File: src/rtl/bus_arbiter.sv
// bus_arbiter: four-master round-robin arbiter with master-side request mux.
// A 2-bit owner register is the only state. The current owner holds the bus
// for as long as it keeps req_ low. When it releases, ownership rotates to the
// next requester in the order owner+1, owner+2, owner+3 (mod 4). With no
// requester the bus parks on the last owner. Grants and the shared-bus mux are
// decoded combinationally from the owner register.
module bus_arbiter #(
    parameter int ADDR_W = 30,
    parameter int DATA_W = 32
) (
    input  logic              clk,
    input  logic              reset,

    input  logic              m0_req_,
    input  logic [ADDR_W-1:0] m0_addr,
    input  logic              m0_as_,
    input  logic              m0_rw,
    input  logic [DATA_W-1:0] m0_wr_data,
    output logic              m0_grnt_,

    input  logic              m1_req_,
    input  logic [ADDR_W-1:0] m1_addr,
    input  logic              m1_as_,
    input  logic              m1_rw,
    input  logic [DATA_W-1:0] m1_wr_data,
    output logic              m1_grnt_,

    input  logic              m2_req_,
    input  logic [ADDR_W-1:0] m2_addr,
    input  logic              m2_as_,
    input  logic              m2_rw,
    input  logic [DATA_W-1:0] m2_wr_data,
    output logic              m2_grnt_,

    input  logic              m3_req_,
    input  logic [ADDR_W-1:0] m3_addr,
    input  logic              m3_as_,
    input  logic              m3_rw,
    input  logic [DATA_W-1:0] m3_wr_data,
    output logic              m3_grnt_,

    output logic [ADDR_W-1:0] s_addr,
    output logic              s_as_,
    output logic              s_rw,
    output logic [DATA_W-1:0] s_wr_data
);

    localparam logic ENABLE_  = 1'b0;
    localparam logic DISABLE_ = 1'b1;

    logic [1:0]        r_owner;
    logic [1:0]        w_next_owner;
    logic [1:0]        w_cand1;
    logic [1:0]        w_cand2;
    logic [1:0]        w_cand3;

    logic [3:0]        w_req_;
    logic [3:0]        w_as_;
    logic [3:0]        w_rw;
    logic [ADDR_W-1:0] w_addr    [4];
    logic [DATA_W-1:0] w_wr_data [4];

    // Gather per-master inputs into indexable vectors
    assign w_req_       = {m3_req_, m2_req_, m1_req_, m0_req_};
    assign w_as_        = {m3_as_,  m2_as_,  m1_as_,  m0_as_};
    assign w_rw         = {m3_rw,   m2_rw,   m1_rw,   m0_rw};
    assign w_addr[0]    = m0_addr;
    assign w_addr[1]    = m1_addr;
    assign w_addr[2]    = m2_addr;
    assign w_addr[3]    = m3_addr;
    assign w_wr_data[0] = m0_wr_data;
    assign w_wr_data[1] = m1_wr_data;
    assign w_wr_data[2] = m2_wr_data;
    assign w_wr_data[3] = m3_wr_data;

    // Rotation candidates; the 2-bit sums wrap 3 -> 0 on their own
    assign w_cand1 = r_owner + 2'd1;
    assign w_cand2 = r_owner + 2'd2;
    assign w_cand3 = r_owner + 2'd3;

    // Next owner: hold while the owner requests, else nearest requester, else park
    always_comb begin
        w_next_owner = r_owner;
        if (w_req_[r_owner] != ENABLE_) begin
            if (w_req_[w_cand1] == ENABLE_) begin
                w_next_owner = w_cand1;
            end else if (w_req_[w_cand2] == ENABLE_) begin
                w_next_owner = w_cand2;
            end else if (w_req_[w_cand3] == ENABLE_) begin
                w_next_owner = w_cand3;
            end
        end
    end

    // Owner register; reset parks the bus on master 0 immediately
    always_ff @(posedge clk or negedge reset) begin
        if (!reset) begin
            r_owner <= 2'd0;
        end else begin
            r_owner <= w_next_owner;
        end
    end

    // Grant decode: exactly one grant low at all times
    always_comb begin
        m0_grnt_ = DISABLE_;
        m1_grnt_ = DISABLE_;
        m2_grnt_ = DISABLE_;
        m3_grnt_ = DISABLE_;
        case (r_owner)
            2'd0:    m0_grnt_ = ENABLE_;
            2'd1:    m1_grnt_ = ENABLE_;
            2'd2:    m2_grnt_ = ENABLE_;
            default: m3_grnt_ = ENABLE_;
        endcase
    end

    // Shared-bus mux; the strobe is masked once the owner drops its request,
    // which also gives the dead cycle during a handover
    always_comb begin
        s_addr    = w_addr[r_owner];
        s_rw      = w_rw[r_owner];
        s_wr_data = w_wr_data[r_owner];
        s_as_     = w_as_[r_owner] | w_req_[r_owner];
    end

endmodule

File: config.mk
export PLATFORM = sky130hd
export DESIGN_NAME = bus_arbiter
export DESIGN_NICKNAME = d
export VERILOG_FILES = /design/src/rtl/bus_arbiter.sv
export SDC_FILE = /design/constraint.sdc
export NUM_CORES = 1
export LEC_CHECK = 0
export BUFFER_PORTS_ARGS = -buffer_cell sky130_fd_sc_hd__buf_2
export CORE_AREA = 2 2 126 128
export CTS_CLUSTER_DIAMETER = 200
export CTS_CLUSTER_SIZE = 40
export DETAILED_ROUTE_END_ITERATION = 7
export DIE_AREA = 0 0 128 130
export GPL_TIMING_DRIVEN = 0
export PLACE_DENSITY = 0.51
export SYNTH_ARGS = -nofsm -noshare
export SYNTH_HDL_FRONTEND = slang
export SYNTH_SLANG_ARGS = --single-unit
File: constraint.sdc
create_clock -name clk -period 4.9 [get_ports clk]
set_clock_uncertainty 0.05 [all_clocks]
set_input_delay 1.47 -clock clk [delete_from_list [all_inputs] [get_ports clk]]
set_output_delay 1.47 -clock clk [all_outputs]
set_load 0.05 [all_outputs]
==> qor.tcl <==
set qor(worst_path_max_delay_cell) {or3_1}
set qor(dp.cells) 656
set qor(critical_path.reg2reg.startpoint) {r_owner[0]$_DFFE_PN0P_}
set qor(netlist-cell-type-count) 32
set qor(initial_cell_density_of_the_core) 0.132
set qor(drt.antenna.violating_nets) 0
set qor(cts_hold_buffers_added) 0
set qor(fin_util) 0.259
set qor(timing.critical_path.fanout_max) 10
set qor(p_leak_nw) 2.01
set qor(maxSlewViolCount) 0
set qor(via_per_inst) 4.37
set qor(detailed_place_hpwl_um) 9880
set qor(cts_sinks) 2
set qor(slew_headroom) 0.749
set qor(synth-seq-area-share) 0.0245
set qor(finalNetCount) 735
set qor(hold_viol_final) 0
set qor(cp-start-kind) {input pin}
set qor(finish.cell_count_without_fillers) 659
set qor(synthesis.area_um2) 2040
set qor(postSynthCellCount) 137
set qor(cts_tree) {done}
set qor(layout_common_cells) {buf_2, mux4_2, buf_4}
set qor(grt_max_degree) 11
set qor(critical_path.max_stage_delay_ps) 340
set qor(worstSkewPairLatency_ps) 230
set qor(reg.largest.list) {r_owner: 2 flops}
set qor(finalSetupTns_ps) 0
set qor(largest_reg_flops) 2
set qor(global_route.usage.total) 0.116
set qor(placed_cell_area_um2) 3920
set qor(finalInstanceArea_um2) 4000
set qor(crit_start) {m0_req_}
set qor(fin_ws_ps) 911
set qor(antenna_found_initial) 0
set qor(worst_slew_pin_tran_ps) 367
set qor(drt_pre_antenna_iters) 4
set qor(n_antenna_cell) 0
set qor(synth_async_sr_flop_share) 1.00
set qor(setup.worst_path.end_class) {primary output}
set qor(post_cts_resized) 0
set qor(synth-main-ff-cell) {dfrtp_1}
set qor(via_count_of_the_first_global_routing_pass) 2854
set qor(vdd.ir_drop.worst_mv) 0.240
set qor(yosysWarningCount) 0
set qor(layout_commonest_cell) {buf_2}
set qor(initialDrtViolationCount) 95
set qor(path_common_cell) {buf_2}
set qor(timing.max_cap.violations) 0
set qor(worstHoldPathType) {reg2reg}
set qor(worst-r2r-setup-slack_ps) 2810
set qor(chipWidth_um) 128
set qor(placement.setup.worst_slack_ps) 923
set qor(criticalPathCategory) {in2out}
set qor(wl_um) 11100
set qor(post-route-period-util) 0.814
set qor(cts_max_path_buffers) 2
set qor(timing.critical_path.arrival_ps) 2470
set qor(die_h_um) 130
set qor(synth.ff_latch_count) 2
set qor(detailroute.via_count) 2882
set qor(core_region_area_um2) 15400
set qor(rsz0062_at_grt) {no}
set qor(syn-mean-instance-area_um2) 14.9
set qor(boundaryPins) 330
set qor(cts.reportedPaths.clkPinSlew_ps) 30
set qor(powerDensity_nw_per_um2) 748
set qor(edff_count_synth) 0
set qor(grt_remaining_overflow) 0
set qor(postSynthNetCount) 403
set qor(fp_rows) 46
set qor(grt_pass1_wl_um) 15200
set qor(place_congestion) 0.783
set qor(numPortBuffers) 327
set qor(worstPathBufferInverterCount) 3
set qor(crit_required_ps) 3380
set qor(cts_htree_levels) 1
set qor(area_grow_syn2layout_pct) 95.5
set qor(top_reg_by_flops) {r_owner}
set qor(final_setup_fails) 0
set qor(floorplan.die_area_um2) 16600
set qor(clock.fmax_ghz) 0.251
set qor(route.detailed.drc) 0
set qor(cts-buffers-inserted) 3
set qor(wl_per_cell_um) 16.8
set qor(post_cts.repair.setup_buffers) 0
set qor(critical_path_cell_sequence) {buf_2 -> buf_4 -> or3_1 -> o31ai_1 -> o21ai_1 -> buf_2}
set qor(hold_path_startpoint) {r_owner[0]$_DFFE_PN0P_}
set qor(final_period_minus_worst_setup_slack_ps) 3990
set qor(critical_path.top_delay_family) {buffers and inverters}
set qor(outcome) {complete, no violations}
set qor(library_cell_used_as_clock_root_buffer) {clkbuf_16}
set qor(post_route_cells_drive_above_1_share) 0.893
per-stage QoR:
step	hold slack (ps)	power, mW
after global placement	802	2.86
final	807	2.99
after floorplan	660	2.28
after detailed placement	818	2.88
after global routing	884	3.13
after CTS	829	3.02
final cells by class:
type / count / area (µm²)
plain buffers: 20 / 228
clock buffers: 3 / 75.1
well taps: 192 / 240
inverters: 7 / 26.3
fillers: 1682 / 11400
repair buffers: 327 / 1640
multi-input cells: 108 / 1740
flip-flops and latches: 2 / 50.0
layer usage:
metal  track usage  part of all wire  routed length [µm]
met5             0                 0                   0
met4        0.0181            0.0072                  80
met3        0.0189             0.081                 904
met2         0.200              0.51                5640
met1         0.155              0.40                4480
power by group:
part / switching (mW) / internal (mW)
registers: 0.0145 / 0.0263
clock network: 0.0229 / 0.104
logic: 1.84 / 0.983
worst register-to-register path, cell delays in order (launching register included):
cell	delay (ps)
dfrtp_1	440
buf_6	260
inv_1	130
ha_1	390
nor2b_1	170
o21ai_0	160
a31oi_1	110
mux2_4	260
logic make-up after synthesis:
logic type               count (synthesis)  share of synthesized area
flip-flops                               2                     0.0245
AND/OR/NAND/NOR                         20                     0.0527
buffers and inverters                   27                      0.124
AO/OA/AOI/OAI                           18                     0.0619
adder cells (fa/ha/maj)                  4                     0.0245
multiplexers                            66                      0.712
synthesized netlist by cell type, types with 2 or more instances:
master   instances  area share
buf_12           6       0.059
buf_4            9       0.033
nor2b_1          5       0.015
nand2_1          3      0.0055
buf_6            2       0.011
a31oi_1          2      0.0061
mux4_2          63        0.69
o21ai_1          3      0.0073
o21ai_0          4      0.0098
ha_1             4       0.024
nor2_1           3      0.0055
inv_1            6       0.011
dfrtp_1          2       0.024
nand3_1          5       0.012
buf_2            2      0.0049
or3_1            2      0.0061
final timing paths:
check / endpoint / cells after the start
setup / recovery: s_as_ / 6
hold / removal: r_owner[0]$_DFFE_PN0P_ / 2
setup reg to reg: r_owner[1]$_DFFE_PN0P_ / 7
hold reg to reg: r_owner[0]$_DFFE_PN0P_ / 2
max in group asynchronous: r_owner[0]$_DFFE_PN0P_ / 1
min in group asynchronous: r_owner[1]$_DFFE_PN0P_ / 1
(Power assumes the default switching activity.)
